<file path="src/rtl/bus_pkg.sv">
// Shared definitions for the memory-mapped bus initiator: state encoding,
// bus mode values and default widths.
package bus_pkg;

  localparam int DEF_DATA_WIDTH = 32;
  localparam int DEF_ADDR_WIDTH = 32;

  typedef enum logic [1:0] {
    IDLE  = 2'd0,
    WRITE = 2'd1,
    READ  = 2'd2,
    RACK  = 2'd3
  } bus_state_e;

  localparam logic BUS_MODE_READ  = 1'b0;
  localparam logic BUS_MODE_WRITE = 1'b1;

endpackage

</file>
<file path="src/rtl/bus_timeout_cnt.sv">
// Cycle counter for the bus timeout: cleared when a transaction starts,
// counts while it waits, flags the last allowed waiting cycle.
module bus_timeout_cnt #(
  parameter int TIMEOUT_CYCLES = 256
) (
  input  logic clk,
  input  logic rst_n,
  input  logic i_clear,
  input  logic i_enable,
  output logic o_expire
);

  localparam int CW = $clog2(TIMEOUT_CYCLES);
  localparam logic [CW-1:0] LAST = CW'(TIMEOUT_CYCLES - 1);

  logic [CW-1:0] r_count;

  always_ff @(posedge clk or negedge rst_n) begin
    if (!rst_n) begin
      r_count <= '0;
    end else if (i_clear) begin
      r_count <= '0;
    end else if (i_enable) begin
      r_count <= r_count + 1'b1;
    end
  end

  assign o_expire = (r_count == LAST);

endmodule

</file>
<file path="src/rtl/bus_master.sv">
// Bus initiator: turns one CPU load/store into a single bus transaction,
// with a timeout that closes accesses no slave answers.
module bus_master
  import bus_pkg::*;
#(
  parameter int DATA_WIDTH     = DEF_DATA_WIDTH,
  parameter int ADDR_WIDTH     = DEF_ADDR_WIDTH,
  parameter int TIMEOUT_CYCLES = 256
) (
  input  logic                  clk,
  input  logic                  rst_n,
  input  logic                  cpu_req,
  input  logic                  cpu_we,
  input  logic [ADDR_WIDTH-1:0] cpu_addr,
  input  logic [DATA_WIDTH-1:0] cpu_wdata,
  output logic                  cpu_busy,
  output logic                  cpu_done,
  output logic                  cpu_err,
  output logic [DATA_WIDTH-1:0] cpu_rdata,
  output logic [ADDR_WIDTH-1:0] BUS_addr,
  output logic [DATA_WIDTH-1:0] BUS_wdata,
  input  logic [DATA_WIDTH-1:0] BUS_rdata,
  output logic                  BUS_valid,
  output logic                  BUS_mode,
  input  logic                  BUS_wready,
  input  logic                  BUS_rvalid,
  output logic                  BUS_rready
);

  bus_state_e            r_state, w_state_next;
  logic [ADDR_WIDTH-1:0] r_bus_addr, w_bus_addr_next;
  logic [DATA_WIDTH-1:0] r_bus_wdata, w_bus_wdata_next;
  logic                  r_bus_valid, w_bus_valid_next;
  logic                  r_bus_mode, w_bus_mode_next;
  logic                  r_bus_rready, w_bus_rready_next;
  logic                  r_cpu_busy, w_cpu_busy_next;
  logic                  r_cpu_done, w_cpu_done_next;
  logic                  r_cpu_err, w_cpu_err_next;
  logic [DATA_WIDTH-1:0] r_cpu_rdata, w_cpu_rdata_next;
  logic                  w_cnt_clear, w_cnt_en, w_expire;

  bus_timeout_cnt #(
    .TIMEOUT_CYCLES(TIMEOUT_CYCLES)
  ) u_timeout (
    .clk     (clk),
    .rst_n   (rst_n),
    .i_clear (w_cnt_clear),
    .i_enable(w_cnt_en),
    .o_expire(w_expire)
  );

  always_ff @(posedge clk or negedge rst_n) begin
    if (!rst_n) begin
      r_state      <= IDLE;
      r_bus_addr   <= '0;
      r_bus_wdata  <= '0;
      r_bus_valid  <= 1'b0;
      r_bus_mode   <= 1'b0;
      r_bus_rready <= 1'b0;
      r_cpu_busy   <= 1'b0;
      r_cpu_done   <= 1'b0;
      r_cpu_err    <= 1'b0;
      r_cpu_rdata  <= '0;
    end else begin
      r_state      <= w_state_next;
      r_bus_addr   <= w_bus_addr_next;
      r_bus_wdata  <= w_bus_wdata_next;
      r_bus_valid  <= w_bus_valid_next;
      r_bus_mode   <= w_bus_mode_next;
      r_bus_rready <= w_bus_rready_next;
      r_cpu_busy   <= w_cpu_busy_next;
      r_cpu_done   <= w_cpu_done_next;
      r_cpu_err    <= w_cpu_err_next;
      r_cpu_rdata  <= w_cpu_rdata_next;
    end
  end

  always_comb begin
    w_state_next      = r_state;
    w_bus_addr_next   = r_bus_addr;
    w_bus_wdata_next  = r_bus_wdata;
    w_bus_valid_next  = r_bus_valid;
    w_bus_mode_next   = r_bus_mode;
    w_bus_rready_next = r_bus_rready;
    w_cpu_busy_next   = r_cpu_busy;
    w_cpu_rdata_next  = r_cpu_rdata;
    w_cpu_done_next   = 1'b0;
    w_cpu_err_next    = 1'b0;
    w_cnt_clear       = 1'b0;
    w_cnt_en          = 1'b0;

    case (r_state)
      IDLE: begin
        w_bus_valid_next  = 1'b0;
        w_bus_rready_next = 1'b0;
        w_cpu_busy_next   = 1'b0;
        if (cpu_req) begin
          w_bus_addr_next  = cpu_addr;
          w_bus_wdata_next = cpu_wdata;
          w_bus_mode_next  = cpu_we ? BUS_MODE_WRITE : BUS_MODE_READ;
          w_bus_valid_next = 1'b1;
          w_cpu_busy_next  = 1'b1;
          w_cnt_clear      = 1'b1;
          w_state_next     = cpu_we ? WRITE : READ;
        end
      end

      // A response on the expiry edge takes priority over the timeout.
      WRITE: begin
        if (BUS_wready) begin
          w_bus_valid_next = 1'b0;
          w_cpu_busy_next  = 1'b0;
          w_cpu_done_next  = 1'b1;
          w_state_next     = IDLE;
        end else if (w_expire) begin
          w_bus_valid_next = 1'b0;
          w_cpu_busy_next  = 1'b0;
          w_cpu_done_next  = 1'b1;
          w_cpu_err_next   = 1'b1;
          w_state_next     = IDLE;
        end else begin
          w_cnt_en = 1'b1;
        end
      end

      READ: begin
        if (BUS_rvalid) begin
          w_cpu_rdata_next  = BUS_rdata;
          w_bus_rready_next = 1'b1;
          w_cpu_done_next   = 1'b1;
          w_state_next      = RACK;
        end else if (w_expire) begin
          w_cpu_rdata_next = '0;
          w_bus_valid_next = 1'b0;
          w_cpu_busy_next  = 1'b0;
          w_cpu_done_next  = 1'b1;
          w_cpu_err_next   = 1'b1;
          w_state_next     = IDLE;
        end else begin
          w_cnt_en = 1'b1;
        end
      end

      RACK: begin
        w_bus_valid_next  = 1'b0;
        w_bus_rready_next = 1'b0;
        w_cpu_busy_next   = 1'b0;
        w_state_next      = IDLE;
      end

      default: w_state_next = IDLE;
    endcase
  end

  assign cpu_busy   = r_cpu_busy;
  assign cpu_done   = r_cpu_done;
  assign cpu_err    = r_cpu_err;
  assign cpu_rdata  = r_cpu_rdata;
  assign BUS_addr   = r_bus_addr;
  assign BUS_wdata  = r_bus_wdata;
  assign BUS_valid  = r_bus_valid;
  assign BUS_mode   = r_bus_mode;
  assign BUS_rready = r_bus_rready;

endmodule

</file>
<file path="config.mk">
export PLATFORM = sky130hd
export DESIGN_NAME = bus_master
export DESIGN_NICKNAME = d
export VERILOG_FILES = /design/src/rtl/bus_pkg.sv /design/src/rtl/bus_timeout_cnt.sv /design/src/rtl/bus_master.sv
export SDC_FILE = /design/constraint.sdc
export NUM_CORES = 1
export LEC_CHECK = 0
export ABC_AREA = 1
export CELL_PAD_IN_SITES_DETAIL_PLACEMENT = 0
export CELL_PAD_IN_SITES_GLOBAL_PLACEMENT = 1
export CORE_MARGIN = 8
export CORE_UTILIZATION = 27
export DETAILED_ROUTE_END_ITERATION = 6
export PLACE_DENSITY = 0.77
export SYNTH_ARGS = -nofsm -noshare
export SYNTH_HDL_FRONTEND = slang
export SYNTH_HIERARCHICAL = 1
export SYNTH_SLANG_ARGS = --single-unit
</file>
<file path="constraint.sdc">
create_clock -name clk -period 2.02 [get_ports clk]
set_input_delay 0.404 -clock clk [delete_from_list [all_inputs] [get_ports clk]]
set_output_delay 0.404 -clock clk [all_outputs]
set_load 0.02 [all_outputs]
</file>
==> results_dict.tcl <==
set metrics [dict create \
    yosysUniqueCellTypes 21 \
    netSwitchingFraction_pct 39.5 \
    syn_avg_cell_area_um2 8.70 \
    htree_levels 3 \
    synth_cells 537 \
    antenna_found_initial 0 \
    status "complete, no violations" \
    setup_viol 0 \
    syn-cell-area_um2 4670 \
    fp.dieW_um 148 \
    p_clk_share_pct 16.7 \
    clock-sinks 112 \
    routedWlPerCell_um 14.7 \
    intPower_uw 6780 \
    rsz0062_at_grt "no" \
    hold_class "reg2reg" \
    vias_per_cell 4.26 \
    cts_buffer_depth 2 \
    whs_endpoint "BUS_addr[25]$_DFFE_PN0P_" \
    ys_warn_count 6 \
    worst_clock_skew_ps 11.6 \
    hold_violations 0 \
    wirelength_um 14200 \
    crit_path_max_incr_delay_ps 400 \
    grt_max_degree 67 \
    reg2reg_slack_ps 180 \
    dp.cells 953 \
    mostFrequentLayoutCells "258 x nand2_1, 202 x clkdlybuf4s50_1, 112 x dfrtp_1" \
    cts_buffers 9 \
    stdcell_count 970 \
    pwr-share-seq_pct 33.8 \
    num_vias 4129 \
    crit_path_max_fanout 7 \
    dieArea_um2 21800 \
    switchingPower_uw 4430 \
    leakagePower_uw 0.00360 \
    gp_congestion 0.760 \
    r2r_cells 12 \
    drcViolationCount 0 \
    critPathTopFamily "simple AND/OR/NAND/NOR gates" \
    peakVddDrop_v 0.000672 \
    ios 204 \
    critPathSlowestCell "dfrtp_1" \
    syn_to_final_growth_pct 56.5 \
    crit_type "reg2reg" \
    p_comb_share_pct 49.5 \
    regToRegStartpoint "u_timeout/r_count[0]$_DFFE_PN0P_" \
    initialDrtViolationCount 220 \
    clk_pin_slew_worst_paths_ps 70 \
    num-nets-final 849 \
    max-slew-margin-rel_pct 70.4 \
    core_um2 17100 \
    maxCapViolCount 0 \
    hp-start "BUS_addr[25]$_DFFE_PN0P_" \
    port_buffers 203 \
    total_power_uw 11200 \
    maxSlewViolCount 0 \
    endpoint_kind "flip-flop" \
    fin_crit_sh_pct 91.1 \
    start_util_pct 27.3 \
    yosysSeqAreaShare_pct 60.0 \
    dpl-instance-area_um2 6980 \
    mostFrequentLayoutCell "nand2_1" \
    worstMarginPinSlew_ps 444 \
    core.rowCount 48 \
    synth_nets 645 \
    crit_required_ps 2300 \
    ant_nets 0 \
    path_common_cell "inv_1" \
    period_minus_slack_ps 1840 \
    overflow 0 \
    arrival_ps 2120 \
    diodes 0 \
    pwr_density_cell_nw_per_um2 1530 \
    crit_path_start "u_timeout/r_count[0]$_DFFE_PN0P_" \
    first_global_vias 4244 \
    finalSetupTns_ps 0 \
    worstPathCellList "ha_1 > nand2_2 > inv_1 > and3_1 > a211oi_2 > buf_4 > nor2_4 > inv_1 > nand3_1 > nand2_1 > inv_1 > nor2_1" \
    die_h_um 148 \
    drive_above_1_share_pct 5.77 \
    postLayoutCellArea_um2 7310 \
    cts_tree "done" \
    grt_pass1_wl_um 23300 \
    fmax_ghz 0.543 \
    whs_path_depth 2 \
    critPathLaunchType "flip-flop" \
    root_buffer "clkbuf_16" \
    drtPass1Iterations 4 \
    worstReg2RegEnd "u_timeout/r_count[5]$_DFFE_PN0P_" \
    critical_path_buf_inv_count 4 \
    grt_usage_pct 13.3 \
    ys_ff_latch 112 \
    dp_hpwl_um 10300 \
    clk_latency_ps 350 \
]
-- cell type report --
class | count | area [µm²]
Sequential cell | 112 | 2800
Fill cell | 1675 | 9800
Inverter | 26 | 97.6
Timing Repair Buffer | 221 | 2230
Clock buffer | 11 | 253
Tap cell | 225 | 282
Multi-Input combinational cell | 371 | 1600
Clock inverter | 4 | 51.3
-- kinds of logic after synthesis --
group                    after synthesis  share of synthesized area (%)
AO/OA/AOI/OAI                         13                           1.63
adder cells (fa/ha/maj)                6                           1.61
flip-flops                           112                           60.0
buffers and inverters                 54                           6.13
AND/OR/NAND/NOR                      352                           30.7
-- Yosys cell counts --
cell type | number | share of area (%)
and3_1 | 1 | 0.13
o21ai_0 | 7 | 0.75
nand2_2 | 2 | 0.27
nor2_1 | 12 | 0.96
nor3_1 | 1 | 0.11
nand3_1 | 74 | 7.9
nor2_2 | 1 | 0.13
a211oi_1 | 2 | 0.32
buf_6 | 6 | 1.4
clkbuf_1 | 1 | 0.080
a21oi_2 | 1 | 0.19
dfrtp_1 | 112 | 60
buf_4 | 5 | 0.80
o211ai_1 | 1 | 0.16
buf_2 | 16 | 1.7
nand2_1 | 260 | 21
inv_2 | 2 | 0.16
inv_1 | 24 | 1.9
ha_1 | 6 | 1.6
nor2_4 | 1 | 0.24
a21oi_1 | 2 | 0.21
-- per-stage QoR --
step	setup slack [ps]	utilization, %	hold WS (ps)
global placement	70.4	40.8	384
detailed placement	40.8	40.8	385
floorplan	76.0	-	108
global route	31.0	42.7	495
finish	180	42.7	479
CTS	92.0	42.6	485
-- how the worst max path moves through the flow --
stage	endpoint	slack, ps	cells past startpoint
after floorplan	u_timeout/r_count[7]$_DFFE_PN0P_	80	10
after global placement	cpu_rdata[2]$_DFFE_PN0P_	70	6
after detailed placement	cpu_rdata[6]$_DFFE_PN0P_	40	6
after CTS	u_timeout/r_count[7]$_DFFE_PN0P_	90	11
after global routing	u_timeout/r_count[5]$_DFFE_PN0P_	30	12
final	u_timeout/r_count[5]$_DFFE_PN0P_	180	12
-- power by group through the flow --
stage | registers (µW) | logic (µW) | clock network (µW)
global placement | 3800 | 5600 | 0
global route | 3910 | 6130 | 2020
floorplan | 4930 | 1760 | 0
finish | 3790 | 5550 | 1870
CTS | 3800 | 5650 | 1930
detailed placement | 3800 | 5640 | 0
-- flip-flops by register name, indices dropped and copies added, names as in the netlist --
name	count
cpu_rdata	32
r_state	2
BUS_valid	1
BUS_mode	1
cpu_err	1
BUS_wdata	32
cpu_done	1
BUS_addr	32
BUS_rready	1
u_timeout/r_count	8
cpu_busy	1
-- worst register-to-register path: stages, from the launching register on --
cell      delay [ps]
dfrtp_1          400
ha_1             230
nand2_2          100
inv_1             50
and3_1           200
a211oi_2         190
buf_4            160
nor2_4            60
inv_1            110
nand3_1           80
nand2_1           60
inv_1             30
nor2_1            90
-- per-layer routing --
layer	share of wire, %	GRT usage (%)	wire [µm]	up-vias
li1	-	-	-	2076
met1	44	17.3	6270	1883
met2	42	18.3	5990	156
met3	12	7.15	1780	14
met4	1.4	4.59	196	0
met5	0	0	0	-
-- what timing repair did --
item	CTS	global route
hold endpoints to repair	4	0
buffers inserted	0	1
hold buffers	1	0
setup endpoints to repair	0	5
gates resized for setup	0	3
Power figures use the tool's default switching activity.
